## src/rtl/aes_shift_rows_if.sv

```systemverilog
// Beat bundle for the AES ShiftRows stage: handshake, state, round key and sidebands.
// The master side drives the beat; the slave side returns ready.
interface aes_shift_rows_if #(
  parameter int NB = 4,
  parameter int BW = 8
);
  logic                 valid;
  logic                 ready;
  logic                 inv;
  logic [4*NB*BW-1:0]   state;
  logic [4*NB*BW-1:0]   key;
  logic [BW-1:0]        rcon;
  logic                 empty;

  modport master (output valid, inv, state, key, rcon, empty, input ready);
  modport slave  (input valid, inv, state, key, rcon, empty, output ready);
endinterface

```

## src/rtl/aes_shift_rows_stage.sv

```systemverilog
// Registered ShiftRows / InvShiftRows stage with RotWord prep of the key's last row.
// Define AES_SHIFT_ROWS_SKID_EN to add a 1-entry skid buffer that makes in_ready a pure flop.
module aes_shift_rows_stage #(
  parameter int NB = 4,
  parameter int BW = 8
) (
  input  logic            clk,
  input  logic            rst,
  aes_shift_rows_if.slave  in_if,
  aes_shift_rows_if.master out_if
);
  localparam int SW = 4*NB*BW;

  typedef struct packed {
    logic          inv;
    logic          empty;
    logic [BW-1:0] rcon;
    logic [SW-1:0] key;
    logic [SW-1:0] state;
  } beat_t;

  localparam beat_t BEAT_RST = '{inv: 1'b0, empty: 1'b1, rcon: '0, key: '0, state: '0};

  function automatic logic [SW-1:0] shift_state(input logic [SW-1:0] s, input logic inv);
    logic [SW-1:0] o;
    int src;
    o = '0;
    for (int r = 0; r < 4; r++) begin
      for (int c = 0; c < NB; c++) begin
        src = inv ? ((c - r + NB) % NB) : ((c + r) % NB);
        o[(r*NB+c)*BW +: BW] = s[(r*NB+src)*BW +: BW];
      end
    end
    return o;
  endfunction

  // Last key row is always rotated left by one byte, independent of direction.
  function automatic logic [SW-1:0] rot_key(input logic [SW-1:0] k);
    logic [SW-1:0] o;
    o = k;
    for (int c = 0; c < NB; c++) begin
      o[(3*NB+c)*BW +: BW] = k[(3*NB+((c+1)%NB))*BW +: BW];
    end
    return o;
  endfunction

  beat_t in_beat;
  beat_t out_q;
  logic  out_valid_q;
  logic  accept;
  logic  consume;

  always_comb begin
    in_beat       = BEAT_RST;
    in_beat.inv   = in_if.inv;
    in_beat.empty = in_if.empty;
    in_beat.rcon  = in_if.rcon;
    in_beat.key   = rot_key(in_if.key);
    in_beat.state = shift_state(in_if.state, in_if.inv);
  end

  assign accept  = in_if.valid && in_if.ready;
  assign consume = out_valid_q && out_if.ready;

`ifdef AES_SHIFT_ROWS_SKID_EN
  beat_t skid_q;
  logic  skid_full_q;

  assign in_if.ready = !rst && !skid_full_q;

  // A full skid implies a stalled, valid output; it drains before new input is taken.
  always_ff @(posedge clk) begin
    if (rst) begin
      out_valid_q <= 1'b0;
      out_q       <= BEAT_RST;
      skid_full_q <= 1'b0;
      skid_q      <= BEAT_RST;
    end else if (skid_full_q) begin
      if (out_if.ready) begin
        out_q       <= skid_q;
        skid_full_q <= 1'b0;
      end
    end else if (accept) begin
      if (!out_valid_q || out_if.ready) begin
        out_q       <= in_beat;
        out_valid_q <= 1'b1;
      end else begin
        skid_q      <= in_beat;
        skid_full_q <= 1'b1;
      end
    end else if (consume) begin
      out_valid_q <= 1'b0;
    end
  end
`else
  assign in_if.ready = !rst && (!out_valid_q || out_if.ready);

  always_ff @(posedge clk) begin
    if (rst) begin
      out_valid_q <= 1'b0;
      out_q       <= BEAT_RST;
    end else if (accept) begin
      out_q       <= in_beat;
      out_valid_q <= 1'b1;
    end else if (consume) begin
      out_valid_q <= 1'b0;
    end
  end
`endif

  assign out_if.valid = out_valid_q;
  assign out_if.inv   = out_q.inv;
  assign out_if.empty = out_q.empty;
  assign out_if.rcon  = out_q.rcon;
  assign out_if.key   = out_q.key;
  assign out_if.state = out_q.state;
endmodule
```

## src/flat_wrapper.sv

```systemverilog
// flat-port wrapper written by rule: the top's interface ports become plain ports
module aes_shift_rows_stage_flat 
#(
  parameter int NB = 4,
  parameter int BW = 8
)
  (clk, rst, in_if_valid, in_if_inv, in_if_state, in_if_key, in_if_rcon, in_if_empty, in_if_ready, out_if_valid, out_if_inv, out_if_state, out_if_key, out_if_rcon, out_if_empty, out_if_ready);
  aes_shift_rows_if #(.NB(NB), .BW(BW)) in_if_i ();
  aes_shift_rows_if #(.NB(NB), .BW(BW)) out_if_i ();
  input  logic clk;
  input  logic rst;
  input wire logic [$bits(in_if_i.valid)-1:0] in_if_valid;
  input wire logic [$bits(in_if_i.inv)-1:0] in_if_inv;
  input wire logic [$bits(in_if_i.state)-1:0] in_if_state;
  input wire logic [$bits(in_if_i.key)-1:0] in_if_key;
  input wire logic [$bits(in_if_i.rcon)-1:0] in_if_rcon;
  input wire logic [$bits(in_if_i.empty)-1:0] in_if_empty;
  output wire logic [$bits(in_if_i.ready)-1:0] in_if_ready;
  output wire logic [$bits(out_if_i.valid)-1:0] out_if_valid;
  output wire logic [$bits(out_if_i.inv)-1:0] out_if_inv;
  output wire logic [$bits(out_if_i.state)-1:0] out_if_state;
  output wire logic [$bits(out_if_i.key)-1:0] out_if_key;
  output wire logic [$bits(out_if_i.rcon)-1:0] out_if_rcon;
  output wire logic [$bits(out_if_i.empty)-1:0] out_if_empty;
  input wire logic [$bits(out_if_i.ready)-1:0] out_if_ready;
  assign in_if_i.valid = in_if_valid;
  assign in_if_i.inv = in_if_inv;
  assign in_if_i.state = in_if_state;
  assign in_if_i.key = in_if_key;
  assign in_if_i.rcon = in_if_rcon;
  assign in_if_i.empty = in_if_empty;
  assign in_if_ready = in_if_i.ready;
  assign out_if_valid = out_if_i.valid;
  assign out_if_inv = out_if_i.inv;
  assign out_if_state = out_if_i.state;
  assign out_if_key = out_if_i.key;
  assign out_if_rcon = out_if_i.rcon;
  assign out_if_empty = out_if_i.empty;
  assign out_if_i.ready = out_if_ready;
  aes_shift_rows_stage #(.NB(NB), .BW(BW)) u_core (.clk(clk), .rst(rst), .in_if(in_if_i), .out_if(out_if_i));
endmodule
```

## config.mk

```make
export PLATFORM = sky130hd
export DESIGN_NAME = aes_shift_rows_stage_flat
export DESIGN_NICKNAME = d
export VERILOG_FILES = /design/src/rtl/aes_shift_rows_if.sv /design/src/rtl/aes_shift_rows_stage.sv /design/src/flat_wrapper.sv
export SDC_FILE = /design/constraint.sdc
export NUM_CORES = 1
export LEC_CHECK = 0
export ABC_CLOCK_PERIOD_IN_PS = 3200
export CAP_MARGIN = 20
export CORE_AREA = 5 5 206 208
export DETAILED_ROUTE_END_ITERATION = 10
export DIE_AREA = 0 0 211 213
export PLACE_DENSITY = 0.6
export SLEW_MARGIN = 10
export SYNTH_ARGS = -nofsm -noshare
export SYNTH_HDL_FRONTEND = slang
export SYNTH_SLANG_ARGS = --single-unit
export TNS_END_PERCENT = 10
```

## constraint.sdc

```tcl
create_clock -name clk -period 3.2 [get_ports clk]
set_input_delay 0.64 -clock clk [delete_from_list [all_inputs] [get_ports clk]]
set_output_delay 0.64 -clock clk [all_outputs]
set_load 0.05 [all_outputs]
```

==> impl_metrics.yaml, run 1 <==
status:
  status: "completed"
logic_synthesis:
  synth_ff_type: "dfxtp_1"
  ys_ff_latch: 267
  synth_enable_flop_cells: 0
  synth_top_area_share_pct: 45.76
  syn_nets: 1221
  yosysTopAreaCell: "dfxtp_1"
  syn_inst: 951
  syn_avg_cell_area_um2: 12.28
  synth.area.top_cells: "dfxtp_1 (46%), mux2_4 (23%), nor2b_1 (6.3%)"
  ys_seq_area_share_pct: 45.76
  synthArstFlopShare_pct: 0
  ys.warnings.count: 0
  ys_types: 18
  synthesis.area_um2: 11680
global_routing:
  grt_pass1_vias: 9325
  antenna_found_initial: 3
  grt_pass1_wl_mm: 57.22
  grt_usage_pct: 16.18
  grt_max_degree: 141
  grt_overflow: 0
clock_tree:
  clock_sinks: 267
  clk_pin_slew_ns: 0.06
  hold_buffers: 0
  root_buffer: "clkbuf_16"
  postCtsSetupRepairBufs: 0
  cts_resized: 0
  htree_levels: 2
  cts_tree: "yes"
  cts_buffers: 34
  clockBufferDepth: 3
  insertion_delay_ns: 0.52
sta:
  finalCritPeriodShare_pct: 75.03
  max_freq_mhz: 416.5
  setup_tns_ns: 0
  skew_ns: 0.008649
  period_needed_ns: 2.401
  rsz0062_at_grt: "false"
  hold_viol: 0
  max-slew-margin-rel_pct: 47.69
  finalSetupViolCount: 0
  drv_slew: 0
  tightest_slew_ns: 0.7847
cells_and_area:
  areaGrowthSynthToFinish_pct: 58.68
  multi_input_area_um2: 5812
  drive_gt1_share_pct: 18.65
  seq_area_um2: 5345
  final_util_pct: 45.91
  fill_cells: 3800
  final_nets: 1731
route:
  viasPerCell: 4.404
  remaining_drc_errors: 0
  wirelength_mm: 38.62
  detailroute.via_count: 8897
  wl_per_cell_um: 19.12
  drt_pass1_iterations: 4
  drt_iter0_drc: 309
  ant_nets: 0
critical_path:
  crit_required_ns: 2.56
  cp-start-kind: "flop"
  slowest_stage: "clkdlybuf4s50_1"
  cp-end-kind: "output pin"
  worstPathCellList: "clkdlybuf4s50_1"
  max_stage_delay_ns: 0.87
  path_buf_inv: 1
  crit_family: "buffers and inverters"
  worstSetupPathType: "reg2out"
  cp.arrival_ns: 1.76
  critPathMaxFanout: 2
floorplan:
  io_pins: 538
  start_util_pct: 28.93
  row_count: 74
  fp.dieH_um: 213
  fp.coreArea_um2: 40370
  dieArea_um2: 44940
  dieWidth_um: 211
min_path:
  hold_path_class: "reg2reg"
pwr:
  peakVddDrop_uv: 325.2
  leakagePower_nw: 8.005
  power.density_nw_per_um2: 550.0
run:
  cap_violations: 0
placed_design:
  hpwl_mm: 27.90
  numPortBuffers: 537
  routabilityCongestion: 0.7875
[cell type report]
cell class	instances	share of cell area, %
multi-input cells	603	31.36
clock inverters	6	0.2093
inverters	1	0.02025
well taps	532	3.591
repair buffers	554	30.12
flip-flops and latches	267	28.84
clock buffers	54	5.826
diodes	3	0.04051
[Yosys cell counts (4+ instances only)]
master / n
nor2_1: 4
buf_2: 26
and2b_1: 84
a21oi_1: 64
mux2_4: 179
buf_4: 6
dfxtp_1: 267
mux2_2: 22
a211oi_1: 64
mux2i_1: 65
clkbuf_1: 24
nor2b_1: 118
buf_6: 22
[cell families (layout without fill, tap and decap cells)]
| group | count (synthesis) | in the layout | synth area share, % |
|---|---|---|---|
| flip-flops | 267 | 267 | 45.76 |
| AO/OA/AOI/OAI | 128 | 128 | 6.856 |
| buffers and inverters | 81 | 615 | 4.488 |
| multiplexers | 266 | 266 | 30.70 |
| AND/OR/NAND/NOR | 209 | 209 | 12.19 |
| other | 0 | 3 | 0 |
[placed cells by master (no fill, tap or decap), types with 3 or more instances in the layout]
cell type,netlist,routed
clkdlybuf4s50_1,0,533
dfxtp_1,267,267
mux2_4,179,179
nor2b_1,118,118
and2b_1,84,84
mux2i_1,65,65
a21oi_1,64,64
a211oi_1,64,64
clkbuf_16,0,37
mux2_2,22,22
buf_4,6,12
clkbuf_8,0,9
clkbuf_1,24,8
buf_12,0,7
nor2_1,4,4
clkinv_2,0,4
diode_2,0,3
[power by group]
part	switching, mW	internal [mW]	leakage, nW	total (mW)
clock network	1.50	2.32	0.552	3.82
registers	0.136	3.60	2.21	3.73
logic	1.47	1.17	5.24	2.64
[sequential cells by signal, summed over array words and instances (netlist names)]
signal and count:
u_core.out_if.valid 1, u_core.out_if.rcon 8, u_core.out_if.key 128, u_core.out_if.state 128, u_core.out_if.inv 1, u_core.out_if.empty 1
[worst paths after layout]
kind | startpoint | to | slack [ns] | depth (start not counted)
worst max-delay path | u_core.out_if.state[117] | out_if_state[117] | 0.80 | 1
worst min-delay path | u_core.out_if.empty | u_core.out_if.empty | 0.52 | 2
worst max register to register | u_core.out_if.valid | u_core.out_if.state[11] | 1.35 | 4
worst min register to register | u_core.out_if.empty | u_core.out_if.empty | 0.52 | 2
[stage by stage]
step | instances | hold slack (ns) | setup slack (ns) | cell area (µm²) | power [mW]
after floorplan | 951 | 0.7245 | 0.6232 | 11680 | 5.425
after global placement | 1957 | 0.5010 | 0.4597 | 17410 | 6.441
after detailed placement | 1957 | 0.5141 | 0.4190 | 17410 | 6.458
after CTS | 2017 | 0.5210 | 0.7287 | 18530 | 10.36
after global routing | 2020 | 0.5368 | 0.7278 | 18530 | 10.60
final | 2020 | 0.5152 | 0.7991 | 18530 | 10.19
[layer usage]
layer / track usage (%) / up-vias / part of all wire (%)
met2: 28.04 / 299 / 50
met1: 19.43 / 4224 / 41
met4: 4.851 / 0 / 2.1
li1: - / 4326 / -
met3: 4.805 / 48 / 6.4
met5: 0 / - / 0
(Power assumes the default switching activity.)
==> run 2, diff against run 1 <==
--- a/config.mk
+++ b/config.mk
@@ -5,7 +5,7 @@
 export SDC_FILE = /design/constraint.sdc
 export NUM_CORES = 1
 export LEC_CHECK = 0
-export ABC_CLOCK_PERIOD_IN_PS = 3200
+export ABC_CLOCK_PERIOD_IN_PS = 2500
 export CAP_MARGIN = 20
 export CORE_AREA = 5 5 206 208
 export DETAILED_ROUTE_END_ITERATION = 10
==> constraint.sdc (replaced) <==
create_clock -name clk -period 2.5 [get_ports clk]
set_input_delay 0.5 -clock clk [delete_from_list [all_inputs] [get_ports clk]]
set_output_delay 0.5 -clock clk [all_outputs]
set_load 0.05 [all_outputs]
==> impl_metrics.yaml, run 2 (same netlist as run 1, synthesis figures left out) <==
status:
  status: "completed"
placed_design:
  numPortBuffers: 537
  routabilityCongestion: 0.7762
  place_area_um2: 17530
  pre_cts_slack_ns: 0.2633
  hpwl_mm: 28.96
global_routing:
  grt_pass1_vias: 9380
  grt_max_degree: 130
  grt_pass1_wl_mm: 57.45
  grt_overflow: 0
  antenna_found_initial: 1
  grt_usage_pct: 16.10
route:
  route.met2.wl_mm: 19.36
  wirelength_mm: 38.94
  drt_pass1_iterations: 4
  drt_iter0_drc: 362
  ant_nets: 0
  top_layer: "met4"
  met3_length_mm: 2.941
  remaining_drc_errors: 0
  wl_met1_mm: 15.72
  detailroute.via_count: 8938
  viasPerCell: 4.420
  wl_per_cell_um: 19.26
critical_path:
  slowest_stage: "clkdlybuf4s50_1"
  crit_required_ns: 2.00
  path_buf_inv: 1
  cp-start-kind: "flop"
  cp.arrival_ns: 1.84
  crit_family: "buffers and inverters"
  worstSetupPathType: "reg2out"
  worstPathCellList: "clkdlybuf4s50_1"
  max_stage_delay_ns: 0.88
  cp-end-kind: "output pin"
  critPathMaxFanout: 2
clock_tree:
  postCtsSetupRepairBufs: 0
  clk_pin_slew_ns: 0.07
  hold_buffers: 0
  clockBufferDepth: 3
  clock_sinks: 267
  cts_buffers: 31
  insertion_delay_ns: 0.56
  cts_resized: 0
  htree_levels: 1
  root_buffer: "clkbuf_16"
  cts_tree: "yes"
sta:
  tightest_slew_ns: 0.7295
  max-slew-margin-rel_pct: 51.37
  hold_viol: 0
  setup_tns_ns: 0
  period_needed_ns: 2.343
  max_freq_mhz: 426.9
  drv_slew: 0
  finalSetupViolCount: 0
  rsz0062_at_grt: "false"
  fin_ws_ns: 0.1574
  skew_ns: 0.01017
  finalCritPeriodShare_pct: 93.71
floorplan:
  start_util_pct: 28.93
  fp.dieH_um: 213
  dieWidth_um: 211
  io_pins: 538
  fp.coreArea_um2: 40370
  row_count: 74
  dieArea_um2: 44940
cells_and_area:
  fin_area_um2: 18600
  drive_gt1_share_pct: 19.01
  final_nets: 1739
  layout_commonest_cell: "clkdlybuf4s50_1"
  layout_common_cells: "clkdlybuf4s50_1 (533), dfxtp_1 (267), mux2_4 (179)"
  final_util_pct: 46.07
  areaGrowthSynthToFinish_pct: 59.24
run:
  cap_violations: 0
pwr:
  peakVddDrop_uv: 369.2
  leakagePower_nw: 8.044
  power.density_nw_per_um2: 696.7
  power_mw: 12.96
min_path:
  hold_path_class: "in2reg"
run 2: path summary, 6_finish.rpt:
path                            slack [ns]  cells past startpoint                       to                      from
worst max-delay path                  0.16                      1        out_if_state[119]  u_core.out_if.state[119]
worst min-delay path                  0.15                      2  u_core.out_if.state[52]                       rst
worst max register to register        0.90                      5   u_core.out_if.state[0]       u_core.out_if.valid
worst min register to register        0.52                      2  u_core.out_if.state[39]   u_core.out_if.state[39]
run 2: where the power goes:
group	leakage (nW)	internal [mW]	switching [mW]
clock network	0.526	2.97	1.80
logic	5.31	1.52	1.89
registers	2.21	4.60	0.178
run 2: metal layers:
| layer | vias to the layer above | global-route usage (%) |
|---|---|---|
| li1 | 4310 | - |
| met1 | 4288 | 19.29 |
| met2 | 285 | 28.23 |
| met3 | 55 | 4.687 |
| met4 | 0 | 4.404 |
| met5 | - | 0 |
run 2: layout make-up:
class,instances,area (µm²)
clock buffer,44,894.6
antenna,1,2.502
inverter,1,3.754
sequential,267,5345
tap,532,665.6
fill,3782,21770
timing repair buffer,565,5702
clock inverter,9,173.9
multi-input combinational,603,5812
run 2: stage by stage:
step	hold slack, ns	cells
after detailed placement	0.5106	1968
after global routing	0.1291	2021
after floorplan	0.6323	951
after CTS	0.1090	2021
final	0.1474	2022
after global placement	0.5006	1968
